**src/rtl/mux_pipe_n.sv**
```systemverilog
// mux_pipe_n: N-to-1 channel multiplexer feeding a 2-entry {data, channel}
// output buffer. It has two arbitration modes: explicit select and round-robin.
// in_rdy depends only on registered occupancy and the current inputs.
// It never depends on out_rdy, so backpressure does not ripple upstream
// combinationally.
module mux_pipe_n #(
    parameter int WIDTH  = 32,
    parameter int NUM_IN = 32,
    parameter int SEL_W  = 5
) (
    input  logic                    clk,
    input  logic                    rst,
    input  logic [NUM_IN*WIDTH-1:0] in_data,
    input  logic [NUM_IN-1:0]       in_vld,
    output logic [NUM_IN-1:0]       in_rdy,
    input  logic [SEL_W-1:0]        sel,
    input  logic                    arb_mode,
    output logic [WIDTH-1:0]        out_data,
    output logic [SEL_W-1:0]        out_chan,
    output logic                    out_vld,
    input  logic                    out_rdy
);

    localparam logic [SEL_W:0]   NUM_IN_W = (SEL_W+1)'(NUM_IN);
    localparam logic [SEL_W-1:0] LAST_CH  = SEL_W'(NUM_IN - 1);

    // Buffer is kept as head/tail registers so the head doubles as the
    // registered output and naturally holds its last value when empty.
    logic [1:0]       count_r;
    logic [SEL_W-1:0] ptr_r;
    logic [WIDTH-1:0] head_data_r;
    logic [SEL_W-1:0] head_chan_r;
    logic [WIDTH-1:0] tail_data_r;
    logic [SEL_W-1:0] tail_chan_r;

    logic             rr_found_s;
    logic [SEL_W-1:0] rr_gnt_s;
    logic             gnt_vld_s;
    logic [SEL_W-1:0] gnt_s;
    logic             space_s;
    logic             push_s;
    logic             pop_s;
    logic [WIDTH-1:0] push_data_s;
    logic [SEL_W-1:0] ptr_nxt_s;
    logic [1:0]       count_nxt_s;
    logic [WIDTH-1:0] head_data_nxt_s;
    logic [SEL_W-1:0] head_chan_nxt_s;
    logic [WIDTH-1:0] tail_data_nxt_s;
    logic [SEL_W-1:0] tail_chan_nxt_s;

    // Round-robin search: first valid channel starting at ptr_r, wrapping at NUM_IN.
    always_comb begin
        logic [SEL_W:0] sum_v;
        logic [SEL_W:0] idx_v;
        logic           take_v;
        rr_found_s = 1'b0;
        rr_gnt_s   = {SEL_W{1'b0}};
        sum_v      = {(SEL_W+1){1'b0}};
        idx_v      = {(SEL_W+1){1'b0}};
        take_v     = 1'b0;
        for (int i = 0; i < NUM_IN; i++) begin
            sum_v      = {1'b0, ptr_r} + (SEL_W+1)'(i);
            idx_v      = (sum_v >= NUM_IN_W) ? (sum_v - NUM_IN_W) : sum_v;
            take_v     = !rr_found_s && in_vld[idx_v[SEL_W-1:0]];
            rr_gnt_s   = take_v ? idx_v[SEL_W-1:0] : rr_gnt_s;
            rr_found_s = rr_found_s | take_v;
        end
    end

    // Grant selection for the current mode; explicit select is rejected when out of range.
    always_comb begin
        if (arb_mode) begin
            gnt_vld_s = rr_found_s;
            gnt_s     = rr_gnt_s;
        end else begin
            gnt_vld_s = ({1'b0, sel} < NUM_IN_W);
            gnt_s     = sel;
        end
    end

    assign space_s = (count_r < 2'd2);

    // One-hot ready toward the granted channel, forced low while reset is asserted.
    always_comb begin
        in_rdy         = {NUM_IN{1'b0}};
        in_rdy[gnt_s]  = gnt_vld_s & space_s & rst;
    end

    assign push_s      = |(in_rdy & in_vld);
    assign pop_s       = (count_r != 2'd0) & out_rdy;
    assign push_data_s = in_data[int'(gnt_s)*WIDTH +: WIDTH];
    assign ptr_nxt_s   = (gnt_s == LAST_CH) ? {SEL_W{1'b0}} : (gnt_s + SEL_W'(1));

    // Buffer next-state: push fills head when empty, else tail; pop promotes tail.
    always_comb begin
        count_nxt_s     = count_r;
        head_data_nxt_s = head_data_r;
        head_chan_nxt_s = head_chan_r;
        tail_data_nxt_s = tail_data_r;
        tail_chan_nxt_s = tail_chan_r;
        case ({push_s, pop_s})
            2'b10: begin
                if (count_r == 2'd0) begin
                    head_data_nxt_s = push_data_s;
                    head_chan_nxt_s = gnt_s;
                    count_nxt_s     = 2'd1;
                end else begin
                    tail_data_nxt_s = push_data_s;
                    tail_chan_nxt_s = gnt_s;
                    count_nxt_s     = 2'd2;
                end
            end
            2'b01: begin
                if (count_r == 2'd2) begin
                    head_data_nxt_s = tail_data_r;
                    head_chan_nxt_s = tail_chan_r;
                end else begin
                    head_data_nxt_s = head_data_r;
                    head_chan_nxt_s = head_chan_r;
                end
                count_nxt_s = count_r - 2'd1;
            end
            2'b11: begin
                // A push implies count was 1 here, so the new word becomes the head.
                head_data_nxt_s = push_data_s;
                head_chan_nxt_s = gnt_s;
            end
            default: begin
                count_nxt_s = count_r;
            end
        endcase
    end

    // State registers: buffer, occupancy and round-robin pointer.
    always_ff @(posedge clk or negedge rst) begin
        if (!rst) begin
            count_r     <= 2'd0;
            ptr_r       <= {SEL_W{1'b0}};
            head_data_r <= {WIDTH{1'b0}};
            head_chan_r <= {SEL_W{1'b0}};
            tail_data_r <= {WIDTH{1'b0}};
            tail_chan_r <= {SEL_W{1'b0}};
        end else begin
            count_r     <= count_nxt_s;
            head_data_r <= head_data_nxt_s;
            head_chan_r <= head_chan_nxt_s;
            tail_data_r <= tail_data_nxt_s;
            tail_chan_r <= tail_chan_nxt_s;
            if (push_s && arb_mode) begin
                ptr_r <= ptr_nxt_s;
            end else begin
                ptr_r <= ptr_r;
            end
        end
    end

    assign out_data = head_data_r;
    assign out_chan = head_chan_r;
    assign out_vld  = (count_r != 2'd0);

endmodule

```
**config.mk**
```make
export PLATFORM = sky130hd
export DESIGN_NAME = mux_pipe_n
export DESIGN_NICKNAME = d
export VERILOG_FILES = /design/src/rtl/mux_pipe_n.sv
export SDC_FILE = /design/constraint.sdc
export NUM_CORES = 1
export LEC_CHECK = 0
export CAP_MARGIN = 10
export CORE_AREA = 2 2 443 445
export CTS_CLUSTER_DIAMETER = 30
export CTS_CLUSTER_SIZE = 8
export DETAILED_ROUTE_END_ITERATION = 6
export DIE_AREA = 0 0 445 447
export PLACE_DENSITY = 0.36
export SYNTH_ARGS = -nofsm -noshare
export SYNTH_HDL_FRONTEND = slang
export SYNTH_SLANG_ARGS = --single-unit
```
**constraint.sdc**
```tcl
create_clock -name clk -period 11.5 [get_ports clk]
set_input_delay 2.3 -clock clk [delete_from_list [all_inputs] [get_ports clk]]
set_output_delay 2.3 -clock clk [all_outputs]
set_load 0.05 [all_outputs]
```
* Word level (Yosys, flattened, before mapping)
Cells that the tools add are included.
** Operators by class
- Equality and inequality tests :: 7
- Div/mod/pow operators :: 0
- Multipliers :: 0
- Shift-type cells :: 1
- Order comparisons :: 67
- Bitwise operators :: 37
- $add $sub $neg :: 65
- Reduce and logical (&&, ||, !) cells :: 71
- Mux-type cells :: 141
** Operators with widths (number)
- 1024-bit by 11-bit indexed part select with 32-bit output :: 1
- 5-bit two-way mux :: 68
- 5-bit by 6-bit < comparator with 1-bit output (second input constant) :: 33
- 6-bit >= comparator (second input constant) :: 31
- 1-bit binary-select mux with 5-bit select :: 32
- 5-bit by 1-bit subtractor with 5-bit output (second input constant) :: 32
- 5-bit by 5-bit adder with 6-bit output (second input constant) :: 16
- 32-bit case mux with 3 select lines :: 1
- 32-bit bitwise AND :: 2
- 32-bit two-way mux :: 2
- 5-bit by 4-bit adder with 6-bit output (second input constant) :: 8
- 1-bit two-way mux :: 34
- 1-bit logical AND :: 33
- 32-bit OR reduction :: 1
- 1-bit logical NOT :: 31
- 1-bit OR :: 31
- 5-bit by 3-bit adder with 6-bit output (second input constant) :: 4
- 5-bit case mux with 3 select lines :: 1
- 5-bit by 2-bit adder with 6-bit output (second input constant) :: 2
- 5-bit by 1-bit adder with 6-bit output (second input constant) :: 1
- 2-bit equality test (second input constant) :: 3
- 5-bit by 6-bit >= comparator with 1-bit output (second input constant) :: 1
- 5-bit by 1-bit adder with 5-bit output (second input constant) :: 1
- 1-bit demux with 5-bit select :: 1
- other kinds (15) :: 19
** Word-level totals
- Bits of input ports :: 1065
- Memories :: 0
- Bits in latches :: 0
- Register bits :: 81
- RAM bits :: 0
- ROM bits :: 0

* Logic depth before layout (Yosys ltp)
- Word-level depth :: 108
- Mapped depth :: 38
- Mapped depth without buffers :: 23

* Worst setup path before layout
OpenSTA, ideal clock, no wires.
- Kind :: input port to output port
- Start :: input port in_vld[16]
- End :: output port in_rdy[3]
- Cell stages on the path :: 22
- Slack :: 0.828 ns
- Arrival time :: 8.372 ns
- Cells stage by stage :: clkbuf_1 -> mux2_1 -> mux4_2 -> mux4_2 -> buf_6 -> nor3_4 -> nand3_2 -> or3_4 -> nor3_2 -> buf_4 -> nand2_1 -> o32ai_2 -> a21oi_1 -> inv_1 -> clkbuf_1 -> buf_2 -> buf_2 -> buf_2 -> buf_2 -> ha_1 -> nand2_1 -> nor3_1
** Between the ends
- Longest elaborated chain between the ends :: 101
** RTL lines
- start: declaration :: line 14 : input logic [NUM_IN-1:0] in_vld,
- 1-bit binary-select mux with 5-bit select :: line 64 : take_v = !rr_found_s && in_vld[idx_v[SEL_W-1:0]];
- 1-bit two-way mux (not written as such) :: line 64
- 1-bit logical NOT :: line 64
- 1-bit logical AND :: line 64
- 1-bit OR :: line 66 : rr_found_s = rr_found_s | take_v;
- 1-bit logical NOT :: line 64
- 1-bit logical AND :: line 64
- 1-bit OR :: line 66
- [... 85 more ...]
- 1-bit logical AND :: line 64
- 5-bit two-way mux :: line 65 : rr_gnt_s = take_v ? idx_v[SEL_W-1:0] : rr_gnt_s;
- 5-bit two-way mux :: line 72 : if (arb_mode) begin
- 5-bit by 6-bit < comparator with 1-bit output (not written as such) or 5-bit by 1-bit >= comparator with 1-bit output (tied branches) :: line 86 : in_rdy[gnt_s] = gnt_vld_s & space_s & rst;
- 1-bit logical AND (not written as such) :: line 86
- 1-bit two-way mux (not written as such) :: line 86
- 1-bit demux with 5-bit select :: line 86
- 32-bit bitwise AND (no line) (*)
- end: declaration :: line 15 : output logic [NUM_IN-1:0] in_rdy,
Every way passes the cells marked *; elsewhere a longest branch is shown, timed or not. The select of a mux whose other input is x is not followed.

* Worst setup path in the final report
- Start :: input port in_vld[30]
- End :: output port in_rdy[2]
The elaborated chain is that of the path after synthesis.

==> flow_summary_export.csv <==
group,metric,value,unit
route,routed_wl,222000,um
clock_network,insertion_delay,0.38,ns
final_layout,stdcell_count,6398,
global_route,grt_pass1_vias,28300,
sta,fmax,0.0959,GHz
final_layout,drive_gt1_share,18.5,%
setup_path,crit_type,"in -> out",
setup_path,worstRegToRegCells,24,
synthesis,synth_common_cells,"mux2i_1 (491), nand2_1 (196), nor2_1 (157)",
route,wl_per_cell,34.6,um
job,maxCapViolCount,0,
clock_network,cts_root_buf,"clkbuf_16",
die,rows,162,
setup_path,endpoint,"in_rdy[2]",
route,drc_errors,0,
route,final_antenna_net_count,0,
final_layout,fin_area,38300,um2
die,start_util,10.7,%
setup_path,r2r-end,"out_data[26]$_DFFE_PN0P_",
synthesis,ys_ff_latch,81,
clock_network,clk_pin_slew,0.07,ns
clock_network,numClockSinks,81,
global_route,grt-ovfl-total,0,
sta,setup_viol,0,
setup_path,timing.rr.start,"ptr_r[1]$_DFFE_PN0P_",
sta,worst_pin_slew,1.10,ns
synthesis,synth_fp_nets,3624,
synthesis,synthArstFlopShare,100,%
clock_network,clock_path_buffers,2,
route,viasPerCell,4.44,
global_route,grt.total_usage,21.3,%
die,io_pins,1135,
die,die_area,199000,um2
sta,fin_hold_ws,0.486,ns
synthesis,synth_area,20700,um2
setup_path,end_kind,"output port",
placed_design,pre_cts_ws,1.05,ns
clock_network,cts_tree,"built",
die,die_h,447,um
setup_path,critPathLaunch,"in_vld[30]",
global_route,grt_first_pass_wirelength,282000,um
clock_network,postCtsSetupBuffers,0,
synthesis,yosysMostFrequentCell,"mux2i_1",
route,vias,28400,
synthesis,yosysTopAreaCellShare,23.7,%
synthesis,yosys_warnings,0,
sta,finalMaxSlewViolations,0,
route,drt_pass1_iterations,6,
sta,finalClockSkew,0.0130,ns
placed_design,portBuffers,1134,
min_path,hold_class,"reg -> reg",
setup_path,cp.required,9.20,ns
setup_path,slowest_delay,0.71,ns
placed_design,placement.cell_area,37900,um2
synthesis,syn_area_per_cell,8.15,um2
clock_network,cts_resized,0,
clock_network,htreeDepth,3,
synthesis,syn_inst,2543,
sta,rsz0062_at_grt,"false",
setup_path,timing.critical_path.from_type,"primary input",
power,power_density,426,nW/um2
route,drtIter0Drc,2476,
power,irDropWorstVdd,0.000268,V
global_route,antenna_found_initial,97,
setup_path,path_cells,"clkdlybuf4s50_1 -> mux2i_1 -> mux4_2 -> o22ai_1 -> a21oi_1 -> and4_1 -> nand3_1 -> buf_4 -> o311ai_0 -> buf_4 -> a2111oi_0 -> nand3_1 -> buf_4 -> a21oi_1 -> nand2_1 -> buf_4 -> nor3_1 -> buf_4 -> buf_12",
setup_path,cp_max_fo,12,
power,leakagePower,14.6,nW
run_status,status,"completed",
sta,slew_headroom,26.5,%
synthesis,ys_seq_area_share,9.78,%
setup_path,critical-path-top-cell-by-count,"buf_4",
clock_network,numCtsBuffers,9,
synthesis,synth_area_leader_cell,"mux2i_1",
global_route,grt_max_degree,65,
setup_path,crit_arrival,8.13,ns
clock_network,holdBufCountCts,0,
sta,period_minus_slack,10.43,ns
synthesis,synth_edf_count,0,
sta,fin_tns_setup,0,ns
placed_design,hpwl,192000,um
die,core,194000,um2
final_layout,syn2layout_area_growth,84.8,%
sta,period_share,90.7,%
synthesis,ys.flop_type,"dfrtp_1",
final_layout,nets,4911,
sta,final_hold_viol_count,0,
synthesis,synth.distinct_cells,99,
setup_path,rrSetupSlack,2.27,ns
setup_path,crit_slowest_cell,"clkdlybuf4s50_1",
placed_design,dp.cells,6361,
final_layout,fillerInstances,21800,
sta,setup_ws,1.07,ns
placed_design,gp_congestion,0.979,
die,die_w,445,um
synthesis,synthTopCellsByArea,"mux2i_1 (24%), dfrtp_1 (9.8%), mux4_2 (9.3%)",
==> kinds of logic after synthesis <==
family	synth area share [%]
adders and majority gates	0.966
DFF	9.78
xor gates and xnor gates	1.71
AOI/OAI and AO/OA	25.1
muxes	40.0
and+or+nand+nor	16.8
buffers and inverters	5.62
==> placed cells by master, fill, tap and decap left out, drive strengths merged, types with 11 or more instances in the layout <==
cell / count
a21o: 19
and2: 92
nand2: 198
o22ai: 98
a2111oi: 11
o211ai: 46
nor2b: 13
mux2i: 491
o21ai: 103
and3: 12
dfrtp: 81
a31oi: 26
buf: 403
a211oi: 122
mux4: 86
nor2: 159
mux2: 128
ha: 16
or3: 17
nor3: 62
a21oi: 117
a221o: 20
clkdlybuf4s50: 1101
a22oi: 16
o32ai: 12
nor4: 23
inv: 32
diode: 21
nand4: 25
nand3: 66
xnor2: 31
a211o: 13
a22o: 18
==> layout make-up <==
class	count	area, um2	area share (%)
diodes	21	52.6	0.137
well taps	2542	3180	8.30
multi-input cells	2206	17800	46.4
flip-flops and latches	81	2030	5.31
inverters	28	115	0.300
clock buffers	9	225	0.588
repair buffers	1504	14800	38.7
clock inverters	7	108	0.281
==> worst min-delay path by stage <==
stage	from	end	slack, ns	cells after the start
2_1_floorplan	tail_data_r[24]$_DFFE_PN0P_	tail_data_r[24]$_DFFE_PN0P_	0.45	2
3_3_place_gp	tail_data_r[25]$_DFFE_PN0P_	tail_data_r[25]$_DFFE_PN0P_	0.46	2
3_5_place_dp	tail_chan_r[4]$_DFFE_PN0P_	tail_chan_r[4]$_DFFE_PN0P_	0.47	2
4_1_cts	tail_data_r[30]$_DFFE_PN0P_	tail_data_r[30]$_DFFE_PN0P_	0.49	1
5_1_grt	tail_chan_r[4]$_DFFE_PN0P_	tail_chan_r[4]$_DFFE_PN0P_	0.51	2
6_report	tail_data_r[30]$_DFFE_PN0P_	tail_data_r[30]$_DFFE_PN0P_	0.49	1
==> critical path: cells and delay by family <==
family / cells / cell delay, ns
AOI/OAI and AO/OA: 5 / 1.52
buffers and inverters: 7 / 1.96
muxes: 2 / 0.88
and+or+nand+nor: 5 / 1.41
==> sequential cells by signal, summed over array words and instances, names as in the netlist <==
name,cells
tail_chan_r,5
count_r,2
out_data,32
ptr_r,5
out_chan,5
tail_data_r,32
==> report_power, final <==
| part | switching [mW] | internal, mW |
|---|---|---|
| registers | 0.0950 | 0.415 |
| clock network | 0.151 | 0.195 |
| logic | 9.81 | 5.67 |
| total | 10.1 | 6.28 |
==> routing by layer <==
layer,vias up,routed length [um],track usage (%)
li1,12600,-,-
met1,14100,88100,25.3
met2,1387,113000,38.9
met3,258,12800,3.51
met4,28,7610,6.07
met5,-,157,0
==> through the flow <==
step | util (%) | total power [mW]
2_1_floorplan | - | 8.11
3_3_place_gp | 19.5 | 16.2
3_5_place_dp | 19.5 | 16.1
4_1_cts | 19.7 | 16.5
5_1_grt | 19.7 | 17.1
6_report | 19.7 | 16.3
Note: power is estimated with default switching activity, not from simulation.
